File: config.mk
export PLATFORM = sky130hd
export DESIGN_NAME = btb_2way
export DESIGN_NICKNAME = d
export VERILOG_FILES = /design/src/rtl/btb_2way_pkg.sv /design/src/rtl/btb_way.sv /design/src/rtl/btb_2way.sv
export SDC_FILE = /design/constraint.sdc
export NUM_CORES = 2
export LEC_CHECK = 0
export CORE_MARGIN = 10
export CORE_UTILIZATION = 50
export CTS_CLUSTER_SIZE = 12
export DETAILED_ROUTE_END_ITERATION = 12
export PLACE_DENSITY = 0.69
export SYNTH_ARGS = -nofsm -noshare
export SYNTH_HDL_FRONTEND = slang
export SYNTH_HIERARCHICAL = 1
export SYNTH_SLANG_ARGS = --single-unit
File: constraint.sdc
create_clock -name clk -period 16.98 [get_ports clk]
set_input_delay 3.396 -clock clk [delete_from_list [all_inputs] [get_ports clk]]
set_output_delay 3.396 -clock clk [all_outputs]
set_load 0.05 [all_outputs]
File: src/rtl/btb_2way_pkg.sv
// Shared constants and way-select helpers for the two-way branch target buffer.
// The PC width matches the RV32 fetch datapath; index/tag split follows from it.
package btb_2way_pkg;

  localparam int RV32_PC_WIDTH = 32;
  localparam int BTB_ENT_SEL   = 5;
  localparam int BTB_TAG_WIDTH = RV32_PC_WIDTH - 2 - BTB_ENT_SEL;

  typedef enum logic {
    WAY0 = 1'b0,
    WAY1 = 1'b1
  } btb_way_e;

  // The LRU bit names the way to evict, so touching a way points it at the other.
  function automatic btb_way_e other_way(input btb_way_e w);
    return (w == WAY0) ? WAY1 : WAY0;
  endfunction

endpackage

File: src/rtl/btb_way.sv
// One way of the BTB: per-set valid/tag/target with a combinational read port
// and a single write port that also reports tag-match status for the write set.
module btb_way
  import btb_2way_pkg::*;
#(
  parameter int ENT_SEL   = BTB_ENT_SEL,
  parameter int PC_WIDTH  = RV32_PC_WIDTH,
  parameter int TAG_WIDTH = PC_WIDTH - 2 - ENT_SEL
) (
  input  logic                 clk,
  input  logic                 rst_n,
  input  logic                 i_flush,
  input  logic [ENT_SEL-1:0]   i_rd_idx,
  output logic                 o_rd_valid,
  output logic [TAG_WIDTH-1:0] o_rd_tag,
  output logic [PC_WIDTH-1:0]  o_rd_target,
  input  logic                 i_wr_en,
  input  logic [ENT_SEL-1:0]   i_wr_idx,
  input  logic [TAG_WIDTH-1:0] i_wr_tag,
  input  logic [PC_WIDTH-1:0]  i_wr_target,
  output logic                 o_wr_valid,
  output logic                 o_wr_hit
);

  localparam int SETS = 1 << ENT_SEL;

  logic [SETS-1:0]      valid_q, valid_d;
  logic [TAG_WIDTH-1:0] tag_q    [SETS];
  logic [TAG_WIDTH-1:0] tag_d    [SETS];
  logic [PC_WIDTH-1:0]  target_q [SETS];
  logic [PC_WIDTH-1:0]  target_d [SETS];

  // Flush wins over a same-cycle write so nothing survives the invalidate.
  always_comb begin
    valid_d  = valid_q;
    tag_d    = tag_q;
    target_d = target_q;
    if (i_flush) begin
      valid_d = '0;
    end else if (i_wr_en) begin
      valid_d[i_wr_idx]  = 1'b1;
      tag_d[i_wr_idx]    = i_wr_tag;
      target_d[i_wr_idx] = i_wr_target;
    end
  end

  always_ff @(posedge clk or negedge rst_n) begin
    if (!rst_n) begin
      valid_q <= '0;
    end else begin
      valid_q <= valid_d;
    end
  end

  // Tag/target payload is qualified by valid, so it carries no reset.
  always_ff @(posedge clk) begin
    tag_q    <= tag_d;
    target_q <= target_d;
  end

  assign o_rd_valid  = valid_q[i_rd_idx];
  assign o_rd_tag    = tag_q[i_rd_idx];
  assign o_rd_target = target_q[i_rd_idx];

  assign o_wr_valid  = valid_q[i_wr_idx];
  assign o_wr_hit    = valid_q[i_wr_idx] & (tag_q[i_wr_idx] == i_wr_tag);

endmodule

File: src/rtl/btb_2way.sv
// Two-way set-associative branch target buffer with per-set LRU replacement.
// Lookup is combinational off the fetch PC; installs come from branch resolution.
module btb_2way
  import btb_2way_pkg::*;
#(
  parameter int ENT_SEL   = BTB_ENT_SEL,
  parameter int PC_WIDTH  = RV32_PC_WIDTH,
  parameter int TAG_WIDTH = PC_WIDTH - 2 - ENT_SEL
) (
  input  logic                clk,
  input  logic                rst_n,
  input  logic [PC_WIDTH-1:0] i_pc,
  input  logic                i_fetch_en,
  output logic                o_hit,
  output logic [PC_WIDTH-1:0] o_target,
  input  logic                i_wr_en,
  input  logic [PC_WIDTH-1:0] i_wr_pc,
  input  logic [PC_WIDTH-1:0] i_wr_target,
  input  logic                i_flush
);

  localparam int SETS = 1 << ENT_SEL;

  logic [ENT_SEL-1:0]   idx, wr_idx;
  logic [TAG_WIDTH-1:0] tag, wr_tag;

  logic [1:0]           rd_valid;
  logic [TAG_WIDTH-1:0] rd_tag    [2];
  logic [PC_WIDTH-1:0]  rd_target [2];
  logic [1:0]           wr_valid;
  logic [1:0]           wr_hit;
  logic [1:0]           way_wr_en;
  logic [1:0]           hit;
  btb_way_e             hit_way;
  btb_way_e             victim;
  logic                 wr_go;
  logic [SETS-1:0]      lru_q, lru_d;
  logic                 unused_pc_lo;

  assign idx    = i_pc[2 +: ENT_SEL];
  assign tag    = i_pc[PC_WIDTH-1 : 2+ENT_SEL];
  assign wr_idx = i_wr_pc[2 +: ENT_SEL];
  assign wr_tag = i_wr_pc[PC_WIDTH-1 : 2+ENT_SEL];

  // Instructions are word aligned; the low PC bits never select anything.
  assign unused_pc_lo = ^{i_pc[1:0], i_wr_pc[1:0]};

  btb_way #(
    .ENT_SEL  (ENT_SEL),
    .PC_WIDTH (PC_WIDTH),
    .TAG_WIDTH(TAG_WIDTH)
  ) u_way0 (
    .clk        (clk),
    .rst_n      (rst_n),
    .i_flush    (i_flush),
    .i_rd_idx   (idx),
    .o_rd_valid (rd_valid[0]),
    .o_rd_tag   (rd_tag[0]),
    .o_rd_target(rd_target[0]),
    .i_wr_en    (way_wr_en[0]),
    .i_wr_idx   (wr_idx),
    .i_wr_tag   (wr_tag),
    .i_wr_target(i_wr_target),
    .o_wr_valid (wr_valid[0]),
    .o_wr_hit   (wr_hit[0])
  );

  btb_way #(
    .ENT_SEL  (ENT_SEL),
    .PC_WIDTH (PC_WIDTH),
    .TAG_WIDTH(TAG_WIDTH)
  ) u_way1 (
    .clk        (clk),
    .rst_n      (rst_n),
    .i_flush    (i_flush),
    .i_rd_idx   (idx),
    .o_rd_valid (rd_valid[1]),
    .o_rd_tag   (rd_tag[1]),
    .o_rd_target(rd_target[1]),
    .i_wr_en    (way_wr_en[1]),
    .i_wr_idx   (wr_idx),
    .i_wr_tag   (wr_tag),
    .i_wr_target(i_wr_target),
    .o_wr_valid (wr_valid[1]),
    .o_wr_hit   (wr_hit[1])
  );

  // Way0 takes priority should both ways ever match.
  always_comb begin
    hit[0]   = rd_valid[0] & (rd_tag[0] == tag);
    hit[1]   = rd_valid[1] & (rd_tag[1] == tag);
    o_hit    = |hit;
    hit_way  = hit[0] ? WAY0 : WAY1;
    o_target = '0;
    if (hit[0]) begin
      o_target = rd_target[0];
    end else if (hit[1]) begin
      o_target = rd_target[1];
    end
  end

  // Update in place on a tag match, else fill an empty way, else evict LRU.
  always_comb begin
    victim = btb_way_e'(lru_q[wr_idx]);
    if (wr_hit[0]) begin
      victim = WAY0;
    end else if (wr_hit[1]) begin
      victim = WAY1;
    end else if (!wr_valid[0]) begin
      victim = WAY0;
    end else if (!wr_valid[1]) begin
      victim = WAY1;
    end
    wr_go        = i_wr_en & ~i_flush;
    way_wr_en[0] = wr_go & (victim == WAY0);
    way_wr_en[1] = wr_go & (victim == WAY1);
  end

  // The write update is applied last so it overrides a same-set lookup touch.
  always_comb begin
    lru_d = lru_q;
    if (!i_flush) begin
      if (o_hit && i_fetch_en) begin
        lru_d[idx] = other_way(hit_way);
      end
      if (i_wr_en) begin
        lru_d[wr_idx] = other_way(victim);
      end
    end
  end

  always_ff @(posedge clk or negedge rst_n) begin
    if (!rst_n) begin
      lru_q <= '0;
    end else begin
      lru_q <= lru_d;
    end
  end

endmodule

==> metrics.yaml <==
outcome: "finished, final reports clean"
finalCriticalPeriod_ns: 14.30
grt_use_total_pct: 27.3
leakage_nw: 56.3
area_growth_pct: 11.2
synth_xor_area_share_pct: 0.352
synthCells: 7795
wl_per_cell_microns: 38.4
yosys_register_bits: 3744
async_reset_ff_share_pct: 2.56
postCtsSetupBuffers: 0
crit_top_cell: "mux4_2"
syn_avg_cell_area_sq_um: 20.4
whs_ns: 0.548
vias_per_cell: 7.06
drive_gt1_share_pct: 26.8
synth-simple-area-share_pct: 2.41
clkLatencyLatePin_ns: 0.97
synth_edf_count: 3648
grt_max_degree: 167
antenna_left: 0
post_cts_resize_count: 0
drc: 0
dp.cells: 11800
boundaryPins: 134
synth_adder_area_share_pct: 0
maxCapViolCount: 0
slew_headroom_pct: 9.08
wl_microns: 479000
cts_hold_buf: 0
layout.nets: 8117
htree_num_levels: 5
synth_fp_nets: 7896
die_h_microns: 584
grt_pass1_wl_microns: 667000
cts_sinks: 3744
vias: 88000
grt_pass1_vias: 87400
criticalPathCategory: "in -> out"
clkSlewWorstSetupHoldPaths_ns: 0.06
clock_path_buffers: 4
synth.distinct_cells: 70
final_common_cell: "edfxtp_1"
port_buffers: 129
required_ns: 13.58
setup_tns_ns: 0
antenna_found_initial: 16
cp-start-kind: "input port"
path_max_fanout: 90
fin_cells: 12500
skew_ns: 0.0747
synth-compound-area-share_pct: 2.48
rsz0062_at_grt: "false"
synth_flop_cell: "edfxtp_1"
die_x_microns: 584
setup_violations: 0
p_per_area_nw_per_um2: 108
finalMaxSlewViolations: 0
synth_top_family_by_area: "multiplexers"
initial_core_util_pct: 50.1
p_total_w: 0.0191
worst_pin_slew_ns: 1.36
gp_congestion: 0.892
core-area_sq_um: 318000
crit_arrival_ns: 10.91
rows: 207
syn_area_sq_um: 159000
root_buffer: "clkbuf_16"
synthTopCellsByArea: "edfxtp_1 (69%), mux4_2 (17%), mux2i_1 (4.8%)"
dp_hpwl_microns: 250000
critPathCaptureType: "primary output"
max_stage_delay_ns: 1.04
path_cells: "buf_16, buf_12, mux4_2, mux4_2, mux2_2, xnor2_1, nand4_1, nor4_2, and2_2, nand2_1, o21ai_0, clkdlybuf4s50_1"
numCtsBuffers: 386
dr.first_iter.drc_count: 13000
final_cell_mix: "edfxtp_1 (3,648), mux4_2 (1,205), mux2i_1 (758), o22ai_1 (454), clkbuf_16 (390)"
fmax_mhz: 69.9
ir_drop_mv: 0.110
ys_warn_count: 6
slowest_stage: "o21ai_0"
report.final.hold_viol_count: 0
cts_tree: "built"
grt.overflow.total: 0
die-area_sq_um: 341000
synth_top_area_cell: "edfxtp_1"
firstDrtPassIters: 8
ys_seq_area_share_pct: 70.4
final.period_utilization_pct: 84.2
yosysTopAreaCellShare_pct: 68.8
worstHoldPathType: "reg -> reg"
finalCoreUtilization_pct: 55.7
synthMuxAreaShare_pct: 22.7
cell families after synthesis:
family / count (synthesis)
XOR/XNOR: 64
buffers and inverters: 609
AO/OA/AOI/OAI: 613
multiplexers: 2081
flip-flops: 3744
AND/OR/NAND/NOR: 684
layer usage:
| layer | part of all wire (%) | global-route usage [%] | vias to the layer above | wire (microns) |
|---|---|---|---|---|
| met5 | 0.017 | 0 | - | 80 |
| met4 | 5.1 | 12.0 | 12 | 24600 |
| met3 | 12 | 6.48 | 1223 | 55700 |
| met2 | 47 | 42.5 | 6256 | 223000 |
| met1 | 37 | 37.3 | 46800 | 175000 |
| li1 | - | - | 33700 | - |
cell type report:
cell class                 count  area [sq um]
antenna                       11          27.5
tap                         4180          5230
multi-input combinational   3442         44900
fill                       23400        141000
clock buffer                 494         10200
clock inverter               154          1130
inverter                      66           248
sequential                  3744        112000
timing repair buffer         376          3320
critical path, delay by kind of cell:
family	cells	cell delay [ns]
AO/OA/AOI/OAI	1	1.04
multiplexers	3	1.47
AND/OR/NAND/NOR	4	2.16
XOR/XNOR	1	0.54
buffers and inverters	3	2.00
cells in the mapped netlist (10+ instances only):
cell type,number
a21oi_1,29
a22oi_1,17
a31oi_1,10
and3_1,31
buf_1,100
buf_2,96
buf_4,36
buf_6,31
clkbuf_1,280
dfrtp_1,96
edfxtp_1,3648
inv_1,66
mux2_2,118
mux2i_1,758
mux4_2,1205
nand2_1,131
nand3_1,28
nand3b_1,13
nand4_1,38
nor2_1,137
nor3_1,30
nor3b_1,15
nor4_1,126
o21ai_0,33
o22ai_1,454
o41ai_1,10
or2_2,22
or3_1,15
or4_1,22
xnor2_1,62
per-stage QoR:
stage | setup slack (ns) | area (sq um)
after global routing | 2.48 | 177000
after CTS | 2.80 | 177000
after detailed placement | 2.82 | 166000
final | 2.68 | 177000
after global placement | 2.43 | 166000
after floorplan | 5.37 | 159000
flip-flops by register name (all words and copies together), names as in the netlist:
register and flops:
u_way0/target_q 1024, lru_q 32, u_way1/target_q 1024, u_way1/tag_q 800, u_way1/valid_q 32, u_way0/tag_q 800, u_way0/valid_q 32
power by group:
part / internal, W / total (W) / switching (W)
Clock: 0.00430 / 0.00779 / 0.00349
Sequential: 0.0102 / 0.0102 / 0.00000565
Combinational: 0.000467 / 0.00118 / 0.000710
path summary, 6_finish.rpt:
path | start | endpoint | slack, ns | depth (start not counted)
max | i_pc[2] | o_target[27] | 2.68 | 12
min | u_way1/valid_q[9] | u_way1/valid_q[9] | 0.55 | 2
max reg2reg | u_way1/tag_q[47] | u_way1/tag_q[238] | 8.93 | 19
min reg2reg | u_way1/valid_q[9] | u_way1/valid_q[9] | 0.55 | 2
max in group asynchronous | rst_n | u_way0/valid_q[30] | 13.25 | 2
min in group asynchronous | rst_n | lru_q[17] | 2.40 | 1
(Power assumes the default switching activity.)
